--- config.mk ---
export PLATFORM = sky130hd
export DESIGN_NAME = alu_exec_unit
export DESIGN_NICKNAME = d
export VERILOG_FILES = /design/src/rtl/alu_exec_unit.sv
export SDC_FILE = /design/constraint.sdc
export NUM_CORES = 1
export LEC_CHECK = 0
export CAP_MARGIN = 30
export CORE_MARGIN = 5
export CORE_UTILIZATION = 25
export CTS_BUF_LIST = sky130_fd_sc_hd__clkbuf_4
export CTS_CLUSTER_DIAMETER = 100
export DETAILED_ROUTE_END_ITERATION = 7
export PLACE_DENSITY = 0.57
export SLEW_MARGIN = 20
export SYNTH_ARGS = -nofsm -noshare
export SYNTH_HDL_FRONTEND = slang
export SYNTH_SLANG_ARGS = --single-unit
--- constraint.sdc ---
create_clock -name clk -period 8.1 [get_ports clk]
set_input_delay 0.81 -clock clk [delete_from_list [all_inputs] [get_ports clk]]
set_output_delay 0.81 -clock clk [all_outputs]
set_load 0.02 [all_outputs]
--- src/rtl/alu_exec_unit.sv ---
// rtl/alu_exec_unit.sv - multi-cycle MIPS execute stage: ALU control, ALU, branch gate, ALUOut register
//
// Purpose:
//   Decodes ALUOp/funct into a 3-bit ALU control code and computes the ALU
//   result and zero flag. It gates zero with pc_wr_cond to form the branch
//   decision and registers the result into ALUOut for the next FSM state.
//
// Optional feature macro: ALU_OVF_EN (adds the registered signed-overflow port ovf)
//
// Ports:
//   clk          in   1      clock, rising-edge active
//   rst          in   1      synchronous reset, active-high
//   alu_op       in   2      ALUOp from controller
//   funct        in   6      instruction funct field inst[5:0]
//   src_a        in   WIDTH  operand A (PC or register A)
//   src_b        in   WIDTH  operand B (B, 4, sign-ext imm, shifted imm)
//   pc_wr_cond   in   1      controller branch-write condition
//   alu_ctrl     out  3      decoded ALU control code (combinational)
//   alu_result   out  WIDTH  ALU result (combinational)
//   alu_zero     out  1      alu_result == 0 (combinational)
//   branch_take  out  1      pc_wr_cond & alu_zero (combinational)
//   aluout_q     out  WIDTH  registered ALU result (ALUOut)
//   ovf          out  1      registered signed overflow (ALU_OVF_EN only)

module alu_exec_unit #(
  parameter int WIDTH = 32
) (
  input  logic             clk,
  input  logic             rst,
  input  logic [1:0]       alu_op,
  input  logic [5:0]       funct,
  input  logic [WIDTH-1:0] src_a,
  input  logic [WIDTH-1:0] src_b,
  input  logic             pc_wr_cond,
  output logic [2:0]       alu_ctrl,
  output logic [WIDTH-1:0] alu_result,
  output logic             alu_zero,
  output logic             branch_take,
`ifdef ALU_OVF_EN
  output logic [WIDTH-1:0] aluout_q,
  output logic             ovf
`else
  output logic [WIDTH-1:0] aluout_q
`endif
);

  localparam logic [2:0] CTRL_AND = 3'b000;
  localparam logic [2:0] CTRL_OR  = 3'b001;
  localparam logic [2:0] CTRL_ADD = 3'b010;
  localparam logic [2:0] CTRL_SUB = 3'b110;
  localparam logic [2:0] CTRL_SLT = 3'b111;

  logic [WIDTH-1:0] sum;
  logic [WIDTH-1:0] diff;
  logic             slt_bit;

  // ALU control decode; every alu_op/funct pair maps to a defined code.
  always_comb begin
    alu_ctrl = CTRL_ADD;
    unique case (alu_op)
      2'b00: alu_ctrl = CTRL_ADD;
      2'b01: alu_ctrl = CTRL_SUB;
      2'b11: alu_ctrl = CTRL_OR;
      2'b10: begin
        case (funct)
          6'b100000: alu_ctrl = CTRL_ADD;
          6'b100010: alu_ctrl = CTRL_SUB;
          6'b100100: alu_ctrl = CTRL_AND;
          6'b100101: alu_ctrl = CTRL_OR;
          6'b101010: alu_ctrl = CTRL_SLT;
          default:   alu_ctrl = CTRL_ADD;
        endcase
      end
      default: alu_ctrl = CTRL_ADD;
    endcase
  end

  assign sum  = src_a + src_b;
  assign diff = src_a - src_b;

  // True signed compare: the sign of (a-b) is wrong when the subtraction overflows.
  assign slt_bit = ($signed(src_a) < $signed(src_b));

  always_comb begin
    alu_result = '0;
    case (alu_ctrl)
      CTRL_AND: alu_result = src_a & src_b;
      CTRL_OR:  alu_result = src_a | src_b;
      CTRL_ADD: alu_result = sum;
      CTRL_SUB: alu_result = diff;
      CTRL_SLT: alu_result = {{(WIDTH-1){1'b0}}, slt_bit};
      default:  alu_result = '0;
    endcase
  end

  assign alu_zero    = (alu_result == '0);
  assign branch_take = pc_wr_cond & alu_zero;

  // ALUOut loads every edge; there is deliberately no enable.
  always_ff @(posedge clk) begin
    if (rst) begin
      aluout_q <= '0;
    end else begin
      aluout_q <= alu_result;
    end
  end

`ifdef ALU_OVF_EN
  logic ovf_d;
  logic ovf_q;

  always_comb begin
    ovf_d = 1'b0;
    case (alu_ctrl)
      CTRL_ADD: ovf_d = (src_a[WIDTH-1] == src_b[WIDTH-1]) &&
                        (sum[WIDTH-1] != src_a[WIDTH-1]);
      CTRL_SUB: ovf_d = (src_a[WIDTH-1] != src_b[WIDTH-1]) &&
                        (diff[WIDTH-1] != src_a[WIDTH-1]);
      default:  ovf_d = 1'b0;
    endcase
  end

  always_ff @(posedge clk) begin
    if (rst) begin
      ovf_q <= 1'b0;
    end else begin
      ovf_q <= ovf_d;
    end
  end

  assign ovf = ovf_q;
`endif

endmodule

# [Word level (Yosys, flattened, before mapping)]
# Index checks and enable logic that the tools add are counted.
# W data, S select, Z words.
[totals] ff_bits=32 latchBits=0 mem_bits_rw=0 mem_bits_ro=0 in_bits=75 out_inout_bits=69 word_cells=24 mem_count=0
[op_classes] add_sub_neg=2 n_mul=0 div_mod_pow=0 order_cmp=1 n_eq_ne=11 n_shift=0 mux=3 bitwise=3 n_reduce_logical=3
[ops] cell="$pmux W32 S5" n=1
[ops] cell="$add A32 B32 Y32" n=1
[ops] cell="$and A32 B32 Y32" n=1
[ops] cell="$logic_not A32 Y1" n=1
[ops] cell="$lt A32 B32 Y1" n=1
[ops] cell="$or A32 B32 Y32" n=1
[ops] cell="$sub A32 B32 Y32" n=1
[ops] cell="$eq A6 B6 Y1 const B" n=4
[ops] cell="$pmux W3 S4" n=2
[ops] cell="$eq A3 B3 Y1 const B" n=2
[ops] cell="$eq A2 B2 Y1 const B" n=2
[ops] cell="$eq A3 B1 Y1 const B" n=1
[ops] cell="$eq A3 B2 Y1 const B" n=1
[ops] cell="$logic_not A3 Y1" n=1
[ops] cell="$eq A2 B1 Y1 const B" n=1
[ops] cell="$logic_not A2 Y1" n=1
[ops] cell="$and A1 B1 Y1" n=1

# [Depth between registers and ports, before layout]
[depth] ltp_word=7 mapped_depth=14

# [Least setup slack after synthesis]
# No wires, ideal clock.
[synth_timing] path_type="input-to-output" from="in src_a[0]" to="out branch_take" arrival_ns=4.360 path_slack_ns=2.930 cell_stages=13 path_cell_list="ha_1 inv_1 fa_1 and2b_2 o2111ai_2 a21oi_2 a21oi_2 a221o_1 a221o_1 or4_1 nor4_1 nand4_1 nor4bb_1"
[synth_via] elab_chain_len=4 word_cells_on_any_way=8 classes_between="add/sub (2); order compare (1); mux (1); bitwise (3); reduce/logical (1)"
[synth_rtl] element="start, declared" line="32" text="input logic [WIDTH-1:0] src_a,"
[synth_rtl] element="$sub A32 B32 Y32 or $add A32 B32 Y32 (tied branches)" line="79, 78"
[synth_rtl] element="$pmux W32 S5 (*)" line="86" text="case (alu_ctrl)"
[synth_rtl] element="net alu_result[14]" line="36" text="output logic [WIDTH-1:0] alu_result,"
[synth_rtl] element="$logic_not A32 Y1 (*)" line="96" text="assign alu_zero = (alu_result == '0);"
[synth_rtl] element="$and A1 B1 Y1 (*)" line="97" text="assign branch_take = pc_wr_cond & alu_zero;"
[synth_rtl] element="end, declared" line="38" text="output logic branch_take,"
# Mark *: on every way through the listed nets, which the timed path passes. The rest lies on a longest branch.

# [Final worst setup path]
[layout_timing] from="in alu_op[1]" to="out branch_take"
[layout_via] elab_chain_len=6 word_cells_on_any_way=13 classes_between="eq/ne (7); mux (2); bitwise (1); reduce/logical (3)"
[layout_rtl] element="start, declared" line="30" text="input logic [1:0] alu_op,"
[layout_rtl] element="$eq A2 B2 Y1, or another cell as far along" line="60" text="unique case (alu_op)"
[layout_rtl] element="$pmux W3 S4 (*)" line="60"
[layout_rtl] element="$eq A3 B3 Y1, or another cell as far along" line="86"
[layout_rtl] element="$pmux W32 S5 (*)" line="86"
[layout_rtl] element="$logic_not A32 Y1 (*)" line="96"
[layout_rtl] element="$and A1 B1 Y1 (*)" line="97"
# Every way passes the cells marked *; elsewhere a longest branch is shown, timed or not.

==> impl_metrics.py <==
metrics = {
    "sta": {
        "period_minus_slack_ns": 6.63,
        "relSlewSlack_pct": 35.2,
        "clock.fmax_mhz": 151,
        "final-hold-violation-count": 0,
        "worst_pin_slew_ns": 0.971,
        "rsz0062_at_grt": "false",
        "tns_ns": 0,
        "setup_viol": 0,
        "slew_violations": 0,
        "period_share_pct": 81.9,
    },
    "cells_and_area": {
        "regMostFlops": "aluout_q",
        "final_area_um2": 8310,
        "final_nets": 1221,
        "antenna_cells": 0,
        "largest_reg_flops": 32,
        "layout-drive-gt1-share_pct": 4.30,
        "reg_top3": "aluout_q x32",
        "syn_to_final_growth_pct": 25.6,
        "layout_common_cells": "143 x clkdlybuf4s50_1, 105 x inv_1, 98 x ha_1",
        "final_common_cell": "clkdlybuf4s50_1",
    },
    "critical_path": {
        "cp_max_fo": 19,
        "crit_arrival_ns": 5.82,
        "crit_path_start_kind": "primary input",
        "setup.worst_path.start": "alu_op[1]",
        "crit_type": "primary input to primary output",
        "worstPathRequired_ns": 7.29,
        "cp-end-kind": "primary output",
        "cp-endpoint": "branch_take",
    },
    "die": {
        "die_h_um": 173,
        "initial_core_util_pct": 25.4,
        "die_w_um": 173,
        "core_um2": 26100,
        "rows": 59,
        "dieArea_um2": 29800,
        "pin_count": 144,
    },
    "drt": {
        "post_drt_via_cell_ratio": 5.50,
        "drc": 0,
        "wl_per_cell_um": 20.3,
        "drt-met1-wl_um": 12700,
        "drt-pass1-iter-count": 6,
        "vias": 7603,
        "top_layer": "met4",
        "drtIter0Drc": 754,
        "postRouteAntennaNets": 0,
        "wirelength_um": 28000,
        "dr_wl_met2_um": 12000,
        "met3_length_um": 2710,
    },
    "grt": {
        "grt_pass1_vias": 7273,
        "grt_pass1_wl_um": 42800,
        "grt_usage_pct": 17.4,
        "antenna_found_initial": 0,
        "grt_max_degree": 26,
        "grt-ovfl-total": 0,
    },
    "clocking": {
        "cts_buffers": 5,
        "root_buffer": "clkbuf_4",
        "cts_max_path_buffers": 2,
        "cts_resized": 0,
        "postCtsSetupBuffers": 0,
        "clkSinkCount": 32,
        "hold_buffers": 0,
        "cts_tree": "done",
        "ctsHtreeMaxLevel": 2,
        "path_clk_slew_ns": 0.10,
    },
    "placed_design": {
        "place.port_buffers": 143,
        "place.gp.congestion": 0.936,
        "dpl_cell_area_um2": 8260,
        "dp_hpwl_um": 22900,
    },
    "yosys": {
        "synth_cell_types": 90,
        "synth_edf_count": 0,
        "synth_warnings": 0,
        "seq_area_frac_synth_pct": 9.68,
        "syn-cell-area_um2": 6620,
        "synthArstFlopShare_pct": 0,
        "synthCells": 943,
        "synth_nets": 1118,
        "syn_area_per_cell_um2": 7.02,
        "synthFlopType": "dfxtp_1",
        "synth-seq-cells": 32,
    },
    "worst_hold_path": {
        "hold_class": "primary input to register",
        "min_from": "rst",
    },
    "power": {
        "vdd_ir_drop_max_mv": 0.135,
        "leakage_uw": 0.00352,
        "power_density_nw_per_um2": 113,
    },
    "run": {
        "drv_cap": 0,
    },
    "run_status": {
        "status": "finished clean",
    },
}
## area by class of cell
class	count	area, µm²
flip-flops and latches	32	641
multi-input cells	746	5280
clock inverters	3	13.8
inverters	108	408
repair buffers	153	1510
fillers	2818	17700
clock buffers	5	37.5
well taps	335	419
## cells by family after synthesis
group                      synth area share, %
buffers and inverters                     10.6
muxes                                    0.340
AOI/OAI and AO/OA                         35.3
adders and majority gates                 19.1
and+or+nand+nor                           23.1
xor gates and xnor gates                  1.85
DFF                                       9.68
## synth_stat cells (5+ instances only)
cell type	count	area, µm²
a22oi_1	6	45.0
nand3_1	22	110
buf_2	16	80.1
o221ai_1	14	123
nor4_1	10	62.6
buf_1	5	18.8
o31ai_1	15	113
nor3b_1	6	45.0
nand2_1	63	236
ha_1	98	1230
a221o_1	15	150
a21oi_1	89	445
inv_1	105	394
a31oi_1	13	81.3
dfxtp_1	32	641
xnor2_1	11	96.3
nor2_1	72	270
clkbuf_1	27	101
a21o_1	10	75.1
nor2b_1	40	250
o21bai_1	11	82.6
o2111ai_1	5	43.8
o21a_1	11	82.6
nor3_1	18	90.1
a21boi_0	5	37.5
and2_1	5	31.3
a211oi_1	12	90.1
o211ai_1	11	82.6
o21ai_0	46	230
buf_6	6	67.6
or3_1	9	56.3
o22ai_1	16	100
a22o_1	6	52.6
nand4_1	18	113
## layer usage
layer	GRT usage (%)	vias up
met5	0	-
met4	4.19	0
met3	4.08	46
met2	26.7	400
met1	24.8	3524
li1	-	3633
## where the power goes
part / internal, µW / switching (µW)
combinational: 268 / 409
sequential: 176 / 4.67
clock: 31.8 / 53.2
total: 476 / 467
## how the worst min path moves through the flow
stage / to / slack [ns] / cells past startpoint
final: aluout_q[31]$_SDFF_PP0_ / 1.36 / 2
after global routing: aluout_q[31]$_SDFF_PP0_ / 1.39 / 2
after CTS: aluout_q[31]$_SDFF_PP0_ / 1.34 / 2
after detailed placement: aluout_q[19] / 1.61 / 1
after global placement: aluout_q[19] / 1.61 / 1
after floorplan: aluout_q[28]$_SDFF_PP0_ / 0.88 / 1
## stage by stage
step / util, % / total power (µW) / instances / worst slack, ns / hold slack (ns)
finish: 31.9 / 943 / 1382 / 1.47 / 1.36
global route: 31.9 / 1000 / 1382 / 1.20 / 1.39
CTS: 31.9 / 937 / 1382 / 1.55 / 1.34
detailed placement: 31.7 / 850 / 1374 / 1.56 / 1.61
global placement: 31.6 / 849 / 1373 / 1.54 / 1.61
floorplan: - / 587 / 943 / 2.93 / 0.882
## worst max-delay path, cell delays in order
cell and delay [ns]:
clkdlybuf4s50_1 0.94, and3b_1 0.47, o21a_1 0.18, or2_1 0.49, buf_4 0.38, a211oi_1 0.08, a2111oi_0 0.47, a22oi_1 0.13
or2_2 0.36, nor4b_1 0.43, nor4bb_1 0.40, clkdlybuf4s50_1 0.67
(Power assumes the default switching activity.)
